===== config.mk =====
export PLATFORM = sky130hd
export DESIGN_NAME = bk_adder_pipe
export DESIGN_NICKNAME = d
export VERILOG_FILES = /design/src/rtl/bk_adder_pkg.sv /design/src/rtl/black_cell.sv /design/src/rtl/carry_tree_bk_param.sv /design/src/rtl/gray_cell.sv /design/src/rtl/post_processing_param.sv /design/src/rtl/bk_adder_pipe.sv
export SDC_FILE = /design/constraint.sdc
export NUM_CORES = 1
export LEC_CHECK = 0
export CAP_MARGIN = 30
export CORE_AREA = 2 2 106 108
export CTS_CLUSTER_SIZE = 30
export DETAILED_ROUTE_END_ITERATION = 10
export DIE_AREA = 0 0 108 110
export HOLD_SLACK_MARGIN = 0.06
export PLACE_DENSITY = 0.77
export SYNTH_ARGS = -nofsm -noshare
export SYNTH_HDL_FRONTEND = slang
export SYNTH_SLANG_ARGS = --single-unit
export TNS_END_PERCENT = 5

===== constraint.sdc =====
create_clock -name clk_i -period 3.95 [get_ports clk_i]
set_input_delay 0.79 -clock clk_i [delete_from_list [all_inputs] [get_ports clk_i]]
set_output_delay 0.79 -clock clk_i [all_outputs]
set_load 0.01 [all_outputs]

===== src/rtl/bk_adder_pkg.sv =====
// Shared helpers for the pipelined Brent-Kung adder: tree sizing, stage-boundary
// positions, parameter legality checks and the registered flag bundle.
package bk_adder_pkg;

  localparam int unsigned MinWidth  = 8;
  localparam int unsigned MaxWidth  = 64;
  localparam int unsigned MinStages = 1;
  localparam int unsigned MaxStages = 3;

  // A boundary register is present when STAGES is at least its position.
  localparam int unsigned StagePre = 2;
  localparam int unsigned StageUp  = 3;

  typedef struct packed {
    logic carry;
    logic ovf;
    logic zero;
  } flags_t;

  function automatic int log2_floor(int unsigned v);
    int r;
    r = 0;
    for (int i = 1; i < 32; i++) begin
      if ((v >> i) != 0) r = i;
    end
    return r;
  endfunction

  function automatic int levels(int unsigned width);
    return log2_floor(width);
  endfunction

  function automatic bit width_ok(int unsigned w);
    return (w >= MinWidth) && (w <= MaxWidth) && ((w & (w - 1)) == 0);
  endfunction

  function automatic bit stages_ok(int unsigned s);
    return (s >= MinStages) && (s <= MaxStages);
  endfunction

endpackage


===== src/rtl/black_cell.sv =====
// Prefix black cell: group generate and group propagate.
module black_cell (
  input  logic g_hi_i,
  input  logic p_hi_i,
  input  logic g_lo_i,
  input  logic p_lo_i,
  output logic g_o,
  output logic p_o
);
  assign g_o = g_hi_i | (p_hi_i & g_lo_i);
  assign p_o = p_hi_i & p_lo_i;
endmodule


===== src/rtl/carry_tree_bk_param.sv =====
// Parametrised Brent-Kung prefix tree. The up-sweep and down-sweep are exposed as
// separate halves so a pipeline register can sit between them.
module carry_tree_bk_param
  import bk_adder_pkg::*;
#(
  parameter int unsigned WIDTH = 16
) (
  input  logic [WIDTH-1:0] up_g_i,
  input  logic [WIDTH-1:0] up_p_i,
  output logic [WIDTH-1:0] up_g_o,
  output logic [WIDTH-1:0] up_p_o,
  input  logic [WIDTH-1:0] dn_g_i,
  input  logic [WIDTH-1:0] dn_p_i,
  output logic [WIDTH-1:0] grp_g_o
);
  localparam int NumLevels = levels(WIDTH);

  logic [NumLevels:0][WIDTH-1:0]   ug;
  logic [NumLevels:0][WIDTH-1:0]   upp;
  logic [NumLevels-1:0][WIDTH-1:0] dg;

  assign ug[0]  = up_g_i;
  assign upp[0] = up_p_i;

  for (genvar l = 0; l < NumLevels; l++) begin : g_up
    for (genvar i = 0; i < WIDTH; i++) begin : g_bit
      if (((i + 1) % (2 ** (l + 1))) == 0) begin : g_comb
        if (i == (2 ** (l + 1)) - 1) begin : g_gray
          gray_cell u_gray (
            .g_hi_i(ug[l][i]),
            .p_hi_i(upp[l][i]),
            .g_lo_i(ug[l][i-2**l]),
            .g_o   (ug[l+1][i])
          );
          assign upp[l+1][i] = upp[l][i];
        end else begin : g_black
          black_cell u_black (
            .g_hi_i(ug[l][i]),
            .p_hi_i(upp[l][i]),
            .g_lo_i(ug[l][i-2**l]),
            .p_lo_i(upp[l][i-2**l]),
            .g_o   (ug[l+1][i]),
            .p_o   (upp[l+1][i])
          );
        end
      end else begin : g_pass
        assign ug[l+1][i]  = ug[l][i];
        assign upp[l+1][i] = upp[l][i];
      end
    end
  end

  assign up_g_o = ug[NumLevels];
  assign up_p_o = upp[NumLevels];

  // Down-sweep fills the gaps; every combine pairs a node with a finished prefix.
  assign dg[0] = dn_g_i;
  for (genvar s = 0; s < NumLevels - 1; s++) begin : g_dn
    localparam int Lvl = NumLevels - 2 - s;
    for (genvar i = 0; i < WIDTH; i++) begin : g_bit
      if ((i >= 2 ** (Lvl + 1)) && (((i + 1) % (2 ** (Lvl + 1))) == 2 ** Lvl)) begin : g_gray
        gray_cell u_gray (
          .g_hi_i(dg[s][i]),
          .p_hi_i(dn_p_i[i]),
          .g_lo_i(dg[s][i-2**Lvl]),
          .g_o   (dg[s+1][i])
        );
      end else begin : g_pass
        assign dg[s+1][i] = dg[s][i];
      end
    end
  end

  assign grp_g_o = dg[NumLevels-1];
endmodule


===== src/rtl/gray_cell.sv =====
// Prefix gray cell: group generate only, used where the span reaches bit 0.
module gray_cell (
  input  logic g_hi_i,
  input  logic p_hi_i,
  input  logic g_lo_i,
  output logic g_o
);
  assign g_o = g_hi_i | (p_hi_i & g_lo_i);
endmodule


===== src/rtl/post_processing_param.sv =====
// Final sum: per-bit propagate XOR carry-in of that bit.
module post_processing_param #(
  parameter int unsigned WIDTH = 16
) (
  input  logic [WIDTH-1:0] p_i,
  input  logic [WIDTH-1:0] c_i,
  output logic [WIDTH-1:0] sum_o
);
  assign sum_o = p_i ^ c_i;
endmodule


===== src/rtl/bk_adder_pipe.sv =====
// Pipelined Brent-Kung adder/subtractor with valid/ready flow control, carry,
// signed-overflow and zero flags. One to three register stages.
module bk_adder_pipe
  import bk_adder_pkg::*;
#(
  parameter int unsigned WIDTH  = 32,
  parameter int unsigned STAGES = 2
) (
  input  logic             clk_i,
  input  logic             rst_i,
  input  logic             valid_i,
  output logic             ready_o,
  input  logic [WIDTH-1:0] op1_i,
  input  logic [WIDTH-1:0] op2_i,
  input  logic             carry_i,
  input  logic             sub_i,
  output logic             valid_o,
  input  logic             ready_i,
  output logic [WIDTH-1:0] sum_o,
  output logic             carry_o,
  output logic             ovf_o,
  output logic             zero_o
);
  if (!width_ok(WIDTH) || !stages_ok(STAGES)) begin : g_param_check
    $error("bk_adder_pipe: WIDTH must be a power of two in 8..64, STAGES in 1..3");
  end

  logic             valid_q, valid_d;
  logic [WIDTH-1:0] sum_q, sum_d;
  flags_t           flags_q, flags_d;
  logic             stall;

  assign stall   = valid_q & ~ready_i;
  assign ready_o = rst_i | ~stall;

  // Pre-processing; carry_i enters as a generate below bit 0.
  logic [WIDTH-1:0] b_pre, p_pre, g_pre;
  always_comb begin
    b_pre    = sub_i ? ~op2_i : op2_i;
    p_pre    = op1_i ^ b_pre;
    g_pre    = op1_i & b_pre;
    g_pre[0] = g_pre[0] | (p_pre[0] & carry_i);
  end

  logic             va, cina;
  logic [WIDTH-1:0] pa, ga;

  if (STAGES >= StagePre) begin : g_pre_reg
    logic             v_q, v_d, cin_q, cin_d;
    logic [WIDTH-1:0] p_q, p_d, g_q, g_d;
    always_comb begin
      v_d   = v_q;
      cin_d = cin_q;
      p_d   = p_q;
      g_d   = g_q;
      if (!stall) begin
        v_d   = valid_i;
        cin_d = carry_i;
        p_d   = p_pre;
        g_d   = g_pre;
      end
    end
    always_ff @(posedge clk_i) begin
      if (rst_i) v_q <= 1'b0;
      else       v_q <= v_d;
      cin_q <= cin_d;
      p_q   <= p_d;
      g_q   <= g_d;
    end
    assign va   = v_q;
    assign cina = cin_q;
    assign pa   = p_q;
    assign ga   = g_q;
  end else begin : g_pre_comb
    assign va   = valid_i;
    assign cina = carry_i;
    assign pa   = p_pre;
    assign ga   = g_pre;
  end

  logic [WIDTH-1:0] up_g, up_p, grp_g;
  logic             vb, cinb;
  logic [WIDTH-1:0] pb, ugb, upb;

  if (STAGES >= StageUp) begin : g_up_reg
    logic             v_q, v_d, cin_q, cin_d;
    logic [WIDTH-1:0] p_q, p_d, ug_q, ug_d, up_q, up_d;
    always_comb begin
      v_d   = v_q;
      cin_d = cin_q;
      p_d   = p_q;
      ug_d  = ug_q;
      up_d  = up_q;
      if (!stall) begin
        v_d   = va;
        cin_d = cina;
        p_d   = pa;
        ug_d  = up_g;
        up_d  = up_p;
      end
    end
    always_ff @(posedge clk_i) begin
      if (rst_i) v_q <= 1'b0;
      else       v_q <= v_d;
      cin_q <= cin_d;
      p_q   <= p_d;
      ug_q  <= ug_d;
      up_q  <= up_d;
    end
    assign vb   = v_q;
    assign cinb = cin_q;
    assign pb   = p_q;
    assign ugb  = ug_q;
    assign upb  = up_q;
  end else begin : g_up_comb
    assign vb   = va;
    assign cinb = cina;
    assign pb   = pa;
    assign ugb  = up_g;
    assign upb  = up_p;
  end

  carry_tree_bk_param #(
    .WIDTH(WIDTH)
  ) u_tree (
    .up_g_i (ga),
    .up_p_i (pa),
    .up_g_o (up_g),
    .up_p_o (up_p),
    .dn_g_i (ugb),
    .dn_p_i (upb),
    .grp_g_o(grp_g)
  );

  logic [WIDTH-1:0] carries, sum_nxt;
  flags_t           flags_nxt;

  assign carries = {grp_g[WIDTH-2:0], cinb};

  post_processing_param #(
    .WIDTH(WIDTH)
  ) u_post (
    .p_i  (pb),
    .c_i  (carries),
    .sum_o(sum_nxt)
  );

  always_comb begin
    flags_nxt.carry = grp_g[WIDTH-1];
    flags_nxt.ovf   = grp_g[WIDTH-1] ^ grp_g[WIDTH-2];
    flags_nxt.zero  = (sum_nxt == '0);
  end

  // Data outputs only change when a real result lands, so they hold across bubbles.
  always_comb begin
    valid_d = valid_q;
    sum_d   = sum_q;
    flags_d = flags_q;
    if (!stall) begin
      valid_d = vb;
      if (vb) begin
        sum_d   = sum_nxt;
        flags_d = flags_nxt;
      end
    end
  end

  always_ff @(posedge clk_i) begin
    if (rst_i) begin
      valid_q <= 1'b0;
      sum_q   <= '0;
      flags_q <= '0;
    end else begin
      valid_q <= valid_d;
      sum_q   <= sum_d;
      flags_q <= flags_d;
    end
  end

  assign valid_o = valid_q;
  assign sum_o   = sum_q;
  assign carry_o = flags_q.carry;
  assign ovf_o   = flags_q.ovf;
  assign zero_o  = flags_q.zero;
endmodule

# ---- After elaboration in Yosys (flattened, before gate mapping)
# Index checks and enable logic that the tools add are counted.
dict set report op_classes {
  bitwise 151
  eq_ne 0
  n_addsub 0
  n_lt_le_gt_ge 0
  mul 0
  n_shift 0
  n_reduce_logical 2
  div_mod_pow 0
  n_mux 1
}
# operator n
set ops {}
lappend ops {{AND 1 bit} 85}
lappend ops {{XOR 32 bit} 2}
lappend ops {{OR 1 bit} 59}
lappend ops {{AND 32 bit} 1}
lappend ops {{zero test 32 bit} 1}
lappend ops {{2-to-1 mux 32 bit} 1}
lappend ops {{inverter 32 bit} 1}
lappend ops {{inverter 1 bit} 2}
lappend ops {{AND reduction 2 bit} 1}
lappend ops {{XOR 1 bit} 1}
dict set report word_totals {
  latch_bits 0
  in_bits 70
  ram_bits 0
  elab_cells 163
  memories 0
  regBits 102
  rom_bits 0
}

# ---- Longest topological paths before layout
dict set report depth {
  depth_word 18
  depth_mapped 16
  depth_no_buf 16
}

# ---- By module
# A second synthesis with hierarchy kept.
dict set report unflattened {
  cells_unflattened 492
  area_unflattened_um2 5437.7
}
# mod cells_per_inst area_each_um2 instances seq_area_each_um2
set by_module_without_submodules {}
lappend by_module_without_submodules {bk_adder_pipe 307 4008.8 1 2692.6}
lappend by_module_without_submodules {carry_tree_bk_param 70 525.5 1 0.0}
lappend by_module_without_submodules {black_cell 2 15.0 26 0.0}
lappend by_module_without_submodules {post_processing_param 32 280.3 1 0.0}
lappend by_module_without_submodules {gray_cell 1 7.5 31 0.0}

# ---- Worst setup path before layout
# Ideal clock, no wire load.
dict set report synth_timing {
  path_type {input port to flip-flop}
  startpoint {in ready_i}
  endpoint {reg flags_q (netlist bit ovf_o)}
  arrival_time_ns 3.904
  path_stages 8
  setup_slack_ns -0.076
  t_required_ns 3.829
  cell_sequence {nand2b_1 > clkbuf_1 > nand2_1 > buf_2 > a21oi_1 > nor2b_1 > a211oi_1 > mux2_4}
}
dict set report synth_via {
  elab_chain_len 4
}
# element line
set synth_rtl {}
lappend synth_rtl {{start: declaration} bk_adder_pipe.sv:18} ;# input logic ready_i,
lappend synth_rtl {{inverter 1 bit} bk_adder_pipe.sv:33} ;# assign stall = valid_q & ~ready_i;
lappend synth_rtl {{AND 1 bit} bk_adder_pipe.sv:33}
lappend synth_rtl {{inverter 1 bit (no line)} n/a}
lappend synth_rtl {{AND reduction 2 bit (no line)} n/a}
lappend synth_rtl {{end signal: assignment} bk_adder_pipe.sv:176} ;# flags_q <= flags_d;
lappend synth_rtl {{end: declaration} bk_adder_pipe.sv:30} ;# flags_t flags_q, flags_d;
# No other way between the ends.
# A chain may end at the register's enable or synchronous reset.

# ---- Worst setup path in the final report
dict set report layout_timing {
  startpoint {reg g_pre_reg.p_q[1]}
  endpoint {reg flags_q (netlist bit zero_o)}
}
dict set report layout_via {
  elab_chain_len 18
}
# element line
set layout_rtl {}
lappend layout_rtl {{start: declaration} bk_adder_pipe.sv:50} ;# logic [WIDTH-1:0] p_q, p_d, g_q, g_d;
lappend layout_rtl {{start signal: assignment} bk_adder_pipe.sv:67} ;# p_q <= p_d;
lappend layout_rtl {{AND 1 bit} gray_cell.sv:8} ;# assign g_o = g_hi_i | (p_hi_i & g_lo_i);
lappend layout_rtl {{OR 1 bit} gray_cell.sv:8}
lappend layout_rtl {{AND 1 bit} gray_cell.sv:8}
lappend layout_rtl {{OR 1 bit} gray_cell.sv:8}
lappend layout_rtl {{AND 1 bit} gray_cell.sv:8}
lappend layout_rtl {{OR 1 bit} gray_cell.sv:8}
lappend layout_rtl {{AND 1 bit} gray_cell.sv:8}
lappend layout_rtl {{OR 1 bit} gray_cell.sv:8}
lappend layout_rtl {{[... 2 more ...]} n/a}
lappend layout_rtl {{AND 1 bit} gray_cell.sv:8}
lappend layout_rtl {{OR 1 bit} gray_cell.sv:8}
lappend layout_rtl {{AND 1 bit} gray_cell.sv:8}
lappend layout_rtl {{OR 1 bit} gray_cell.sv:8}
lappend layout_rtl {{AND 1 bit} gray_cell.sv:8}
lappend layout_rtl {{OR 1 bit} gray_cell.sv:8}
lappend layout_rtl {{XOR 32 bit *} post_processing_param.sv:9} ;# assign sum_o = p_i ^ c_i;
lappend layout_rtl {{zero test 32 bit *} bk_adder_pipe.sv:151} ;# flags_nxt.zero = (sum_nxt == '0);
# Every way passes the cells marked *; elsewhere a longest branch is shown, timed or not.

==> summary.md <==
| Metric | Value |
|---|---|
| Status | `completed` |
| Clock insertion delay at the later pin of the skew report | `around 340 ps` |
| Critical Path Source Type | `flop` |
| Total negative slack | `0 ps` |
| R2R depth | `15` |
| Multi-input logic area | `between 2000 and 2500 sq um` |
| Mapped Area | `about 4900 sq um` |
| Largest net degree at the start of global routing | `70` |
| DR vias/cell | `around 5.2` |
| Min Tclk post-route | `about 3500 ps` |
| Share of the synthesized area in the top cell type | `0.401` |
| Post-route setup slack | `approximately 450 ps` |
| Fin crit share | `0.885` |
| Endpoint type of the worst setup path | `flop` |
| Remaining DRCs | `0` |
| Setup Crit Path Kind | `reg -> reg` |
| Clk_skew | `around 12 ps` |
| Max Freq | `roughly 290 MHz` |
| Post-DP HPWL | `just under 8000 um` |
| Fraction of registers with async set/reset | `0` |
| Slew @ Worst Pin | `between 800 and 900 ps` |
| Total of warnings raised by yosys | `0` |
| CTS tree | `built` |
| H-tree depth | `3` |
| Prevailing post-synth register cell | `edfxtp_1` |
| Diodes inserted | `0` |
| Final hold vios | `0` |
| Final Max Slew Viols | `0` |
| Initial core utilization | `0.455` |
| Hold crit path type | `reg -> reg` |
| Via Count | `between 3,000 and 4,000` |
| Synth top area cells | `edfxtp_1 (40%), dfxtp_1 (15%), ha_1 (12%)` |
| Post-synth top cells | `edfxtp_1 (65), nand2_1 (63), ha_1 (48), a21oi_1 (45), dfxtp_1 (37)` |
| Netlist cell types | `41` |
| Worst EP required | `~4200 ps` |
| Final nets | `~650` |
| Layout overhead on the synthesized area | `28.6%` |
| Grt ovf | `0` |
| Reg2reg start | `g_pre_reg.p_q[1]$_DFFE_PN_` |
| Worst Path Max Fanout | `4` |
| RSZ-0062 raised after global routing | `false` |
| IO Pins | `between 100 and 150` |
| Drt total wl | `10,300 um` |
| Initial antenna violation count | `0` |
| Pre-Repair DR Iteration Count | `4` |
| Worst Hold Depth | `2` |
| FF/Latch Area | `roughly 2700 sq um` |
| Max-cap viol count | `0` |
| Root Buffer | `clkbuf_8` |
| Min-Delay Endpoint | `sum_o[27]$_SDFFE_PP0P_` |
| PwrDens | `413 nW/um^2` |
| Worst Hold Launch | `sum_o[27]$_SDFFE_PP0P_` |
| Hold-fix buffers, CTS | `0` |
| Cell with the most instances after synthesis | `edfxtp_1` |
| Post-route ant nets | `0` |
| Starting DRC count in detailed routing | `180` |
| Final worst hold slack | `about 460 ps` |
| Avg Synthesized Cell Area | `between 10 and 15 sq um` |
| Routability cong. | `between 0.7 and 0.8` |
| Number of synthesized register bits | `between 100 and 150` |
| First-pass GRT wire length | `around 16,000 um` |
| DR WL/cell | `15.2 um` |
| PostCTS Resize Cnt | `0` |
| Port bufs | `~110` |
| Crit path DAT | `between 3000 and 4000 ps` |
| Post-Syn Nets | `approximately 540` |
| GRT Overall Usage | `0.177` |
| Rel. slew slack | `0.432` |
| Place WS | `slightly below 500 ps` |
| Core Region | `~11,000 sq um` |
| Synth Instances | `roughly 430` |
| Yosys top cell by area | `edfxtp_1` |
| Die area | `11,900 sq um` |
| Die width | `around 110 um` |
| Die H | `around 110 um` |
| Leakage | `approximately 2.5 nW` |
| Site row count | `38` |
| Capturing point of the worst reg2reg path | `zero_o$_SDFFE_PP0P_` |
| FILL cells | `approximately 900` |
| Reg clk slew, reported paths | `approximately 90 ps` |
| Final Core Density | `0.586` |
| Layout cells sized above 1 | `0.0634` |
| Post-CTS Setup Inserts | `0` |
| Reg-to-reg setup timing slack | `around 450 ps` |
| Maximum vdd ir drop | `~230 uV` |
| CTS Sinks | `~100` |
| Register area share after synthesis | `0.553` |
| Clock Tree Buf Depth | `2` |
| Final setup fails | `0` |
| Number of synthesized flops with an enable pin | `65` |
| CTS Buf Count | `9` |
| Number of global-route vias before repair | `3,447` |
## per-stage QoR
stage	cell area, sq um	cells	power, W
2_1_floorplan	4870	425	0.00173
3_3_place_gp	6080	660	0.00199
3_5_place_dp	6080	660	0.00201
4_1_cts	6260	676	0.00261
5_1_grt	6260	676	0.00273
6_report	6260	676	0.00259
## worst max path at each step
| stage | start | end | depth (start not counted) | slack, ps |
|---|---|---|---|---|
| after floorplan | g_pre_reg.p_q[1]$_DFFE_PN_ | zero_o$_SDFFE_PP0P_ | 15 | 930 |
| after global placement | g_pre_reg.p_q[1]$_DFFE_PN_ | zero_o$_SDFFE_PP0P_ | 15 | 660 |
| after detailed placement | g_pre_reg.p_q[1]$_DFFE_PN_ | zero_o$_SDFFE_PP0P_ | 15 | 490 |
| after CTS | g_pre_reg.p_q[1]$_DFFE_PN_ | zero_o$_SDFFE_PP0P_ | 15 | 450 |
| after global routing | g_pre_reg.p_q[1]$_DFFE_PN_ | zero_o$_SDFFE_PP0P_ | 15 | 130 |
| final | g_pre_reg.p_q[1]$_DFFE_PN_ | zero_o$_SDFFE_PP0P_ | 15 | 450 |
## worst max-delay path, stage by stage, from the launching register on
cell and delay, ps:
edfxtp_1 370, ha_1 210, o211ai_1 240, a21oi_2 130, o211ai_2 290, a31oi_4 140, a2111o_1 450, a31o_1 230
ha_1 200, nor2_1 150, xnor2_1 110, nor4_1 340, nand3_1 120, nor4_1 290, a21oi_1 60, nor2_1 90
## cell type report
cell class              instances  share of cell area
repair buffers                111               0.175
multi-input cells             303               0.336
flip-flops and latches        102               0.430
clock buffers                  10              0.0220
inverters                       4             0.00240
clock inverters                 6             0.00739
well taps                     140              0.0280
## placed cells by master (no fill, tap or decap), types with 3 or more instances in the layout
cell type and instances:
clkdlybuf4s50_1 105, edfxtp_1 65, nand2_1 63, ha_1 48
a21oi_1 45, dfxtp_1 37, xor2_1 35, nor2_1 32
xnor2_1 13, a21o_1 12, clkbuf_8 10, nor4_1 7
nand3_1 5, buf_4 5, inv_1 4, nor2b_1 4
nand4_1 3, o21ai_0 3, a31o_2 3, nand2b_1 3
a211oi_1 3
## power by group
| group | internal (W) | switching [W] |
|---|---|---|
| clock network | 0.000250 | 0.000341 |
| logic | 0.000318 | 0.000302 |
| registers | 0.00128 | 0.0000959 |
| total | 0.00185 | 0.000739 |
## kinds of logic after synthesis
kind of cell	share of synthesized area
and+or+nand+nor	0.114
DFF	0.553
AOI/OAI and AO/OA	0.105
xor gates and xnor gates	0.0863
adders and majority gates	0.123
buffers and inverters	0.0157
muxes	0.00308
## sequential cells by signal, indices dropped and copies added (netlist names)
signal,cells
g_pre_reg.g_q,32
g_pre_reg.v_q,1
sum_o,32
g_pre_reg.p_q,32
carry_o,1
valid_o,1
cina,1
ovf_o,1
zero_o,1
## layer usage
metal / wire length, um / track usage
met1: 4350 / 0.217
met2: 5230 / 0.318
met3: 536 / 0.0270
met4: 144 / 0.0623
met5: 0 / 0
(Power assumes the default switching activity.)
